<file path="src/rtl/botoes_pkg.sv">
// Shared constants for the button-matrix scanner and the LED matrix driver.
// Holds default scan geometry, the key-index mapping and named puzzle buttons.
package botoes_pkg;

    localparam int unsigned N_COLS_DEF         = 2;
    localparam int unsigned N_ROWS_DEF         = 3;
    localparam int unsigned SCAN_DIV_DEF       = 1000;
    localparam int unsigned DEBOUNCE_SCANS_DEF = 4;

    // Puzzle buttons by flat key index, as consumed by the LED matrix driver
    localparam int unsigned BTN_CIMA     = 0;
    localparam int unsigned BTN_BAIXO    = 1;
    localparam int unsigned BTN_ESQUERDA = 2;
    localparam int unsigned BTN_DIREITA  = 3;
    localparam int unsigned BTN_CONFIRMA = 4;
    localparam int unsigned BTN_REINICIA = 5;

    function automatic int unsigned indice_tecla(input int unsigned col,
                                                 input int unsigned row,
                                                 input int unsigned n_rows);
        return col * n_rows + row;
    endfunction

endpackage

</file>
<file path="src/rtl/debounce_tecla.sv">
// Per-key debouncer: counts consecutive scan samples that disagree with the
// debounced level and flips it after DEBOUNCE_SCANS of them; pulses on press.
module debounce_tecla #(
    parameter int unsigned DEBOUNCE_SCANS = 4
) (
    input  logic clk,
    input  logic rst,
    input  logic tick,
    input  logic raw,
    input  logic habilitado,
    output logic estado,
    output logic pulso
);

    localparam int unsigned CW = $clog2(DEBOUNCE_SCANS + 1);

    logic [CW-1:0] cnt_q, cnt_d;
    logic          estado_q, estado_d;
    logic          pulso_q, pulso_d;

    always_comb begin
        cnt_d    = cnt_q;
        estado_d = estado_q;
        pulso_d  = 1'b0;
        if (habilitado && tick) begin
            if (raw == estado_q) begin
                cnt_d = '0;
            end else if (cnt_q == CW'(DEBOUNCE_SCANS - 1)) begin
                cnt_d    = '0;
                estado_d = raw;
                pulso_d  = raw;  // only presses pulse, releases are silent
            end else begin
                cnt_d = cnt_q + 1'b1;
            end
        end
    end

    always_ff @(posedge clk or negedge rst) begin
        if (!rst) begin
            cnt_q    <= '0;
            estado_q <= 1'b0;
            pulso_q  <= 1'b0;
        end else begin
            cnt_q    <= cnt_d;
            estado_q <= estado_d;
            pulso_q  <= pulso_d;
        end
    end

    assign estado = estado_q;
    assign pulso  = pulso_q;

endmodule

</file>
<file path="src/rtl/leitor_botoes_matriz.sv">
// Button-matrix scanner: drives one active-low column per slot, synchronizes
// the active-low row senses and debounces every key into press pulses.
module leitor_botoes_matriz
    import botoes_pkg::*;
#(
    parameter int unsigned N_COLS         = N_COLS_DEF,
    parameter int unsigned N_ROWS         = N_ROWS_DEF,
    parameter int unsigned SCAN_DIV       = SCAN_DIV_DEF,
    parameter int unsigned DEBOUNCE_SCANS = DEBOUNCE_SCANS_DEF
) (
    input  logic                       clk,
    input  logic                       rst,
    input  logic                       habilitado,
    input  logic [N_ROWS-1:0]          sense,
    output logic [N_COLS-1:0]          colunas_varredura,
    output logic [N_COLS*N_ROWS-1:0]   botoes,
    output logic [N_COLS*N_ROWS-1:0]   estado
);

    localparam int unsigned PW  = $clog2(SCAN_DIV);
    localparam int unsigned CLW = (N_COLS > 1) ? $clog2(N_COLS) : 1;

    logic [PW-1:0]     presc_q, presc_d;
    logic [CLW-1:0]    col_q, col_d;
    logic [N_ROWS-1:0] sync1_q, sync2_q;
    logic              tick;
    logic [N_COLS-1:0] tick_col;

    assign tick = habilitado && (presc_q == PW'(SCAN_DIV - 1));

    always_comb begin
        presc_d = presc_q;
        col_d   = col_q;
        if (habilitado) begin
            presc_d = tick ? '0 : presc_q + 1'b1;
        end
        if (tick) begin
            col_d = (col_q == CLW'(N_COLS - 1)) ? '0 : col_q + 1'b1;
        end
    end

    always_ff @(posedge clk or negedge rst) begin
        if (!rst) begin
            presc_q <= '0;
            col_q   <= '0;
            sync1_q <= '1;
            sync2_q <= '1;
        end else begin
            presc_q <= presc_d;
            col_q   <= col_d;
            sync1_q <= sense;
            sync2_q <= sync1_q;
        end
    end

    always_comb begin
        colunas_varredura = '1;
        tick_col          = '0;
        if (habilitado) begin
            colunas_varredura[col_q] = 1'b0;
        end
        for (int c = 0; c < N_COLS; c++) begin
            tick_col[c] = tick && (col_q == CLW'(c));
        end
    end

    for (genvar c = 0; c < N_COLS; c++) begin : g_col
        for (genvar r = 0; r < N_ROWS; r++) begin : g_row
            localparam int unsigned K = indice_tecla(c, r, N_ROWS);

            debounce_tecla #(
                .DEBOUNCE_SCANS(DEBOUNCE_SCANS)
            ) u_tecla (
                .clk        (clk),
                .rst        (rst),
                .tick       (tick_col[c]),
                .raw        (~sync2_q[r]),
                .habilitado (habilitado),
                .estado     (estado[K]),
                .pulso      (botoes[K])
            );
        end
    end

endmodule
</file>
<file path="config.mk">
export PLATFORM = sky130hd
export DESIGN_NAME = leitor_botoes_matriz
export DESIGN_NICKNAME = d
export VERILOG_FILES = /design/src/rtl/botoes_pkg.sv /design/src/rtl/debounce_tecla.sv /design/src/rtl/leitor_botoes_matriz.sv
export SDC_FILE = /design/constraint.sdc
export NUM_CORES = 1
export LEC_CHECK = 0
export BUFFER_PORTS_ARGS = -buffer_cell sky130_fd_sc_hd__buf_2
export CAP_MARGIN = 20
export CORE_MARGIN = 2
export CORE_UTILIZATION = 50
export CTS_CLUSTER_SIZE = 14
export DETAILED_ROUTE_END_ITERATION = 10
export PLACE_DENSITY = 0.76
export SYNTH_ARGS = -nofsm -noshare
export SYNTH_HDL_FRONTEND = slang
export SYNTH_SLANG_ARGS = --single-unit
</file>
<file path="constraint.sdc">
create_clock -name clk -period 2.3 [get_ports clk]
set_clock_uncertainty 0.1 [all_clocks]
set_input_delay 0 -clock clk [delete_from_list [all_inputs] [get_ports clk]]
set_output_delay 0 -clock clk [all_outputs]
set_load 0.01 [all_outputs]
</file>
==> summary.md, run 1 <==
| Metric | Value |
|---|---|
| Largest net degree at the start of global routing | `40` |
| Placed inst area | `2430 µm²` |
| Leakage | `0.00122 µW` |
| Critical Path RT | `2.38 ns` |
| Worst Max-Slew Pin Slew | `0.579 ns` |
| Non-filler cells, final | `284` |
| M1 WL | `2.07 mm` |
| CTS tree | `yes` |
| Reg2reg path depth | `4` |
| RSZ-0062 raised after global routing | `false` |
| Status | `finished, final reports clean` |
| Post-Synthesis Cells | `213` |
| Remaining DRCs | `0` |
| Tmin final | `1.90 ns` |
| Syn Nets | `226` |
| RR Startpoint | `presc_q[0]$_DFFE_PN0P_` |
| DIE WIDTH | `72.8 µm` |
| Synthesized area | `2370 µm²` |
| Vias in the first global route | `1483` |
| Vias | `1605` |
| Synth area leader | `dfrtp_1` |
| Most numerous cell in the Yosys netlist | `dfrtp_1` |
| Die Y | `72.8 µm` |
| Reg2Reg Setup Slack | `0.40 ns` |
| PwrDens | `712 nW/µm²` |
| Critical path type | `reg2reg` |
| Clk pin slew, worst setup/hold paths | `0.09 ns` |
| First-pass GRT wire length | `7.04 mm` |
| 1st-iter DRT viols | `98` |
| Post-cts sizing count | `0` |
| Final HPWL DP | `3.05 mm` |
| Fin area | `2610 µm²` |
| Synth cell count leaders | `dfrtp_1 (41), buf_4 (13), inv_1 (13), mux2_2 (13), nand2_1 (10)` |
| Final Hold Vio Count | `0` |
| CTS H-tree lvls | `2` |
| Post-route clock period utilization | `0.828` |
| Post-Route WL | `4.23 mm` |
| Seq/Total Area, Yosys | `0.499` |
| # diodes | `0` |
| Avg WL per Cell | `14.9 µm` |
| Ranking of synthesized cells by area | `dfrtp_1 (43%), dfstp_2 (6.7%), mux2_2 (6.2%), buf_4 (4.1%), ha_1 (3.7%)` |
| Worst path arrival time | `1.98 ns` |
| Placed Instances | `270` |
| Core Area | `4660 µm²` |
| Slew HR | `0.614` |
| Ys Warns | `0` |
| Port Buffers | `19` |
| Top Ports | `20` |
| Top Metal Used | `met4` |
| Initial antenna violation count | `0` |
| Row cnt | `25` |
| Global-route usage over all layers | `0.175` |
| Drt pass-1 iters | `4` |
| Clk buf depth | `2` |
| Clk root buf | `clkbuf_8` |
| Routed Antenna Nets | `0` |
| Total power | `1860 µW` |
| Critical Path Sink Type | `flip-flop` |
| Routed wl met3 | `93 µm` |
| Max Clk Rate | `0.525 GHz` |
| Top cell type's share of synthesized area | `0.433` |
| Worst reg2reg endpoint | `g_col[0].g_row[1].u_tecla.pulso$_DFF_PN0_` |
| CTS Buf Count | `5` |
| Crit Path Max Fanout | `7` |
| Fin Setup TNS | `0 ns` |
| MaxCap Viol Count | `0` |
| TritonCTS Sinks | `47` |
| Final setup violation count | `0` |
| EDFF count, synth | `0` |
| Initial Util | `0.508` |
| Worst hold path class | `in2async` |
| Critical path launch point type | `flip-flop` |
| Asr flop ratio synth | `1.00` |
| Average vias per placed instance | `5.65` |
| Register bit total from synthesis | `47` |
| Yosys cell types | `40` |
| Total congestion overflow | `0` |
| Layout Nets | `242` |
| Post-CTS setup buffer count | `0` |
| Avg Synthesized Cell Area | `11.1 µm²` |
| Hold buffers post-CTS | `6` |
| Final slew viol count | `0` |
| Layout cells sized above 1 | `0.243` |
| VDD IR max | `0.000543 V` |
| Synth-to-layout area growth | `10.1%` |
| Main synth FF type | `dfrtp_1` |
| Wire length on met2 | `2.03 mm` |
| Global placer's final weighted congestion | `0.793` |
| Die area | `5310 µm²` |
| Clock Latency Late Sink | `0.30 ns` |
layout by cell type (no fill, tap or decap), types with 4 or more instances in the layout:
cell type      Yosys  layout
nor2_1             9       9
ha_1               7       7
nand4_1            7       7
o21a_1             6       6
nand3_1            6       6
clkbuf_8           0       5
dlygate4sd3_1      0       6
xor2_1             7       7
nor4_1             9       9
mux2i_1            6       6
buf_2              1      19
a21oi_1            4       4
nand2_1           10      10
nor3_1             8       8
nor2b_1            7       7
dfrtp_1           41      41
dfstp_2            6       6
nor3b_1            6       6
mux2_2            13      13
inv_1             13      13
worst max-delay path, cell delays in order, from the launching register on:
cell and delay [ns]:
dfrtp_1 0.44, ha_1 0.25, and2_1 0.32, nand3_1 0.31, nor4_1 0.37
per-stage QoR:
stage / setup slack (ns) / utilization / hold slack [ns]
floorplan: 0.488 / - / -0.396
global placement: 0.468 / 0.522 / -0.224
detailed placement: 0.392 / 0.522 / -0.216
CTS: 0.394 / 0.560 / 0.221
global route: 0.232 / 0.560 / 0.223
finish: 0.396 / 0.560 / 0.212
routing by layer:
| layer | up-vias | GRT usage |
|---|---|---|
| met5 | - | 0 |
| met4 | 0 | 0.0535 |
| met2 | 24 | 0.271 |
| li1 | 776 | - |
| met3 | 5 | 0.0428 |
| met1 | 800 | 0.245 |
cells by family (layout without fill, tap and decap cells):
group,count (synthesis),after routing,share of synthesized area
compound gates,18,18,0.0491
xor+xnor,9,9,0.0333
fa+ha+maj,7,7,0.0370
buf+inv,32,49,0.0718
flops,47,47,0.499
mux,19,19,0.0871
simple gates,81,81,0.222
where the power goes:
part | switching, µW | total [µW] | internal, µW
clock network | 282 | 612 | 329
logic | 146 | 264 | 118
registers | 94.4 | 982 | 888
total | 523 | 1860 | 1340
worst max-delay path by stage:
stage / slack (ns) / startpoint / cells after the start / endpoint
3_3_place_gp: 0.47 / presc_q[0]$_DFFE_PN0P_ / 4 / g_col[0].g_row[2].u_tecla.cnt_q[1]$_DFFE_PN0P_
4_1_cts: 0.39 / presc_q[0]$_DFFE_PN0P_ / 4 / g_col[0].g_row[1].u_tecla.pulso$_DFF_PN0_
2_1_floorplan: 0.49 / presc_q[0]$_DFFE_PN0P_ / 4 / g_col[0].g_row[0].u_tecla.cnt_q[0]$_DFFE_PN0P_
5_1_grt: 0.23 / presc_q[0]$_DFFE_PN0P_ / 4 / g_col[0].g_row[1].u_tecla.pulso$_DFF_PN0_
3_5_place_dp: 0.39 / presc_q[0]$_DFFE_PN0P_ / 5 / presc_q[9]$_DFFE_PN0P_
6_report: 0.40 / presc_q[0]$_DFFE_PN0P_ / 4 / g_col[0].g_row[1].u_tecla.pulso$_DFF_PN0_
cell type report:
| cell class | count | area (µm²) |
|---|---|---|
| Inverter | 13 | 48.8 |
| Clock buffer | 5 | 68.8 |
| Timing Repair Buffer | 28 | 178 |
| Tap cell | 54 | 67.6 |
| Sequential cell | 47 | 1180 |
| Multi-Input combinational cell | 134 | 1020 |
| Clock inverter | 3 | 47.5 |
| Fill cell | 401 | 2050 |
registers in the layout (all words and copies together) (netlist names):
register and cells:
g_col.g_row.u_tecla.cnt_q 18, g_col.g_row.u_tecla.pulso 6, col_q 1, sync1_q 3, presc_q 10, sync2_q 3
g_col.g_row.u_tecla.estado 6
No activity file was read; power rests on OpenSTA's default activity.
==> inputs of run 2 (changes only) <==
--- a/config.mk
+++ b/config.mk
@@ -11,7 +11,7 @@
 export CORE_UTILIZATION = 50
 export CTS_CLUSTER_SIZE = 14
 export DETAILED_ROUTE_END_ITERATION = 10
-export PLACE_DENSITY = 0.76
+export PLACE_DENSITY = 0.78
 export SYNTH_ARGS = -nofsm -noshare
 export SYNTH_HDL_FRONTEND = slang
 export SYNTH_SLANG_ARGS = --single-unit
==> constraint.sdc (replaced) <==
create_clock -name clk -period 1.6 [get_ports clk]
set_clock_uncertainty 0.1 [all_clocks]
set_input_delay 0 -clock clk [delete_from_list [all_inputs] [get_ports clk]]
set_output_delay 0 -clock clk [all_outputs]
set_load 0.01 [all_outputs]
==> summary.md, run 2 (same netlist as run 1, synthesis figures left out) <==
| Metric | Value |
|---|---|
| Top Registers | `g_col.g_row.u_tecla.cnt_q (18), presc_q (10) (unchanged)` |
| Pre-CTS setup slack | `-0.105 ns (was 0.392 ns)` |
| Worst hold path class | `in2reg (was in2async)` |
| Fin area | `2900 µm² (was 2610 µm²)` |
| Critical path type | `reg2reg (unchanged)` |
| Drt pass-1 iters | `4 (unchanged)` |
| Met1 usage | `0.239 (was 0.245)` |
| Clk pin slew, worst setup/hold paths | `0.09 ns (about the same)` |
| Layout cells sized above 1 | `0.375 (was 0.243)` |
| Remaining DRCs | `0 (unchanged)` |
| Average vias per placed instance | `5.68 (was 5.65)` |
| Failing checks | `negative setup slack` |
| Post-route clock period utilization | `1.00 (was 0.828)` |
| Worst path arrival time | `1.70 ns (was 1.98 ns)` |
| RSZ-0062 raised after global routing | `true (was false)` |
| Post-Route WL | `5.05 mm (was 4.23 mm)` |
| Leading cell types in the layout, fill and taps excluded | `dfrtp_1 (41), buf_4 (25), buf_2 (19), inv_1 (13), mux2_2 (12) (was dfrtp_1 (41), buf_2 (19), inv_1 (13), mux2_2 (13), nand2_1 (10))` |
| Initial Util | `0.508 (unchanged)` |
| Worst Path Buf+Inv | `1 (was 0)` |
| Tmin final | `1.61 ns (was 1.90 ns)` |
| Placed inst area | `2610 µm² (was 2430 µm²)` |
| CTS tree | `yes (unchanged)` |
| Critical path, cell by cell | `nand4bb_4, nor4_4, buf_6, mux2_2 (was ha_1, and2_1, nand3_1, nor4_1)` |
| Global placer's final weighted congestion | `0.784 (was 0.793)` |
| Cell at the slowest stage of the critical path | `dfrtp_1 (unchanged)` |
| Largest net degree at the start of global routing | `25 (was 40)` |
| Final Hold Vio Count | `0 (unchanged)` |
| Vias in the first global route | `1653 (was 1483)` |
| Routing usage on met2 | `0.316 (was 0.271)` |
| Synth-to-layout area growth | `22.2% (was 10.1%)` |
| GR Layer Usage met3 | `0.0442 (was 0.0428)` |
| 1st-iter DRT viols | `178 (was 98)` |
| Leakage | `0.00136 µW (was 0.00122 µW)` |
| Status | `finished with violations (was finished, final reports clean)` |
| DIE WIDTH | `72.8 µm (unchanged)` |
| MaxCap Viol Count | `0 (unchanged)` |
| CTS Buf Count | `5 (unchanged)` |
| PwrDens | `989 nW/µm² (was 712 nW/µm²)` |
| Critical path launch point type | `flip-flop (unchanged)` |
| CTS H-tree lvls | `2 (unchanged)` |
| Fill cells | `355 (was 401)` |
| Gr busiest metal | `met2 (unchanged)` |
| Global-route usage over all layers | `0.190 (was 0.175)` |
| Critical Path RT | `1.69 ns (was 2.38 ns)` |
| Routed Antenna Nets | `0 (unchanged)` |
| Die Y | `72.8 µm (unchanged)` |
| Row cnt | `25 (unchanged)` |
| Top reg by flops | `g_col.g_row.u_tecla.cnt_q (unchanged)` |
| Slew HR | `0.658 (was 0.614)` |
| Final setup violation count | `3 (was 0)` |
| Worst Max-Slew Pin Slew | `0.513 ns (was 0.579 ns)` |
| Clk buf depth | `2 (unchanged)` |
| Commonest non-fill, non-tap cell in the layout | `dfrtp_1 (unchanged)` |
| Top Ports | `20 (unchanged)` |
| Core Area | `4660 µm² (unchanged)` |
| Max Clk Rate | `0.622 GHz (was 0.525 GHz)` |
| Initial antenna violation count | `0 (unchanged)` |
| Total congestion overflow | `0 (unchanged)` |
| Crit Path Max Fanout | `6 (was 7)` |
| Layout Nets | `265 (was 242)` |
| TritonCTS Sinks | `47 (unchanged)` |
| Die area | `5310 µm² (unchanged)` |
| Final HPWL DP | `3.31 mm (was 3.05 mm)` |
| Port Buffers | `19 (unchanged)` |
| CP delay by family, top | `simple AND/OR/NAND/NOR gates (unchanged)` |
| Final slew viol count | `0 (unchanged)` |
| Clk root buf | `clkbuf_8 (unchanged)` |
| Max reg flops | `18 (unchanged)` |
| VDD IR max | `0.000549 V (was 0.000543 V)` |
| Final WS setup | `-0.00668 ns (was 0.396 ns)` |
| Clock Latency Late Sink | `0.30 ns (about the same)` |
| First-pass GRT wire length | `7.65 mm (was 7.04 mm)` |
| CP max stage delay | `0.42 ns (was 0.44 ns)` |
| # diodes | `0 (unchanged)` |
| Vias | `1743 (was 1605)` |
| Critical Path Sink Type | `flip-flop (unchanged)` |
| Avg WL per Cell | `16.4 µm (was 14.9 µm)` |
[run 2: changes by cell type in the layout (fill, tap and decap cells not counted), moves of 2 or more]
cell and change:
buf_4 +22, nor4_1 -6, nor4_2 +5, a21oi_1 -2
a21oi_2 +2, nand3_1 -2, or4_1 -2, or4_4 +2
[run 2: final cells by class]
cell class,count,area (µm²),share of cell area
multi-input combinational,135,1160,0.401
sequential,47,1180,0.409
tap,54,67.6,0.0233
timing repair buffer,50,344,0.119
clock inverter,3,22.5,0.00778
inverter,13,48.8,0.0168
clock buffer,5,68.8,0.0238
[run 2: tightest hold or removal path: stages]
cell and delay (ns):
buf_2 0.16, nand4_1 0.12, nand2_1 0.08, o21ai_0 0.07
[run 2: repair_timing]
item / CTS / global route
gates resized for setup: 6 / 17
buffers inserted: 0 / 1
endpoints found under the setup margin: 19 / 24
cloned: 0 / 1
hold buffers: 5 / 0
hold endpoints to repair: 34 / 0
pin swaps: 2 / 7
[run 2: stage by stage]
| stage | cells | total power [µW] | utilization | setup TNS, ns | hold WS [ns] |
|---|---|---|---|---|---|
| 6_report | 307 | 2860 | 0.621 | -0.0184 | 0.0688 |
| 5_1_grt | 307 | 2980 | 0.621 | -0.460 | 0.0751 |
| 4_1_cts | 305 | 2750 | 0.597 | -0.0519 | 0.00123 |
| 3_5_place_dp | 292 | 1970 | 0.560 | -0.547 | -0.0934 |
| 3_3_place_gp | 292 | 1950 | 0.560 | -0.183 | -0.0939 |
| 2_1_floorplan | 213 | 1720 | - | -0.508 | -0.396 |
[run 2: final timing paths]
path	start	to	slack (ns)	cells past startpoint
max	presc_q[3]$_DFFE_PN0P_	g_col[0].g_row[1].u_tecla.cnt_q[1]$_DFFE_PN0P_	-0.007	4
min	habilitado	presc_q[3]$_DFFE_PN0P_	0.07	4
max reg2reg	presc_q[3]$_DFFE_PN0P_	g_col[0].g_row[1].u_tecla.cnt_q[1]$_DFFE_PN0P_	-0.007	4
min reg2reg	sync1_q[2]$_DFF_PN1_	sync2_q[2]$_DFF_PN1_	0.26	0
max in group asynchronous	rst	g_col[0].g_row[1].u_tecla.pulso$_DFF_PN0_	0.71	3
min in group asynchronous	rst	presc_q[5]$_DFFE_PN0P_	0.09	2
[run 2: power breakdown]
group / total (µW) / switching (µW) / internal [µW] / leakage (µW)
Combinational: 740 / 378 / 362 / 0.000726
Clock: 734 / 420 / 313 / 0.0000485
Sequential: 1390 / 113 / 1280 / 0.000590
[run 2: metal layers]
| metal | routed length, µm | part of all wire | vias up |
|---|---|---|---|
| met5 | 0 | 0 | - |
| met4 | 87 | 0.017 | 0 |
| met3 | 208 | 0.041 | 10 |
| met2 | 2580 | 0.51 | 48 |
| met1 | 2170 | 0.43 | 858 |
| li1 | - | - | 827 |
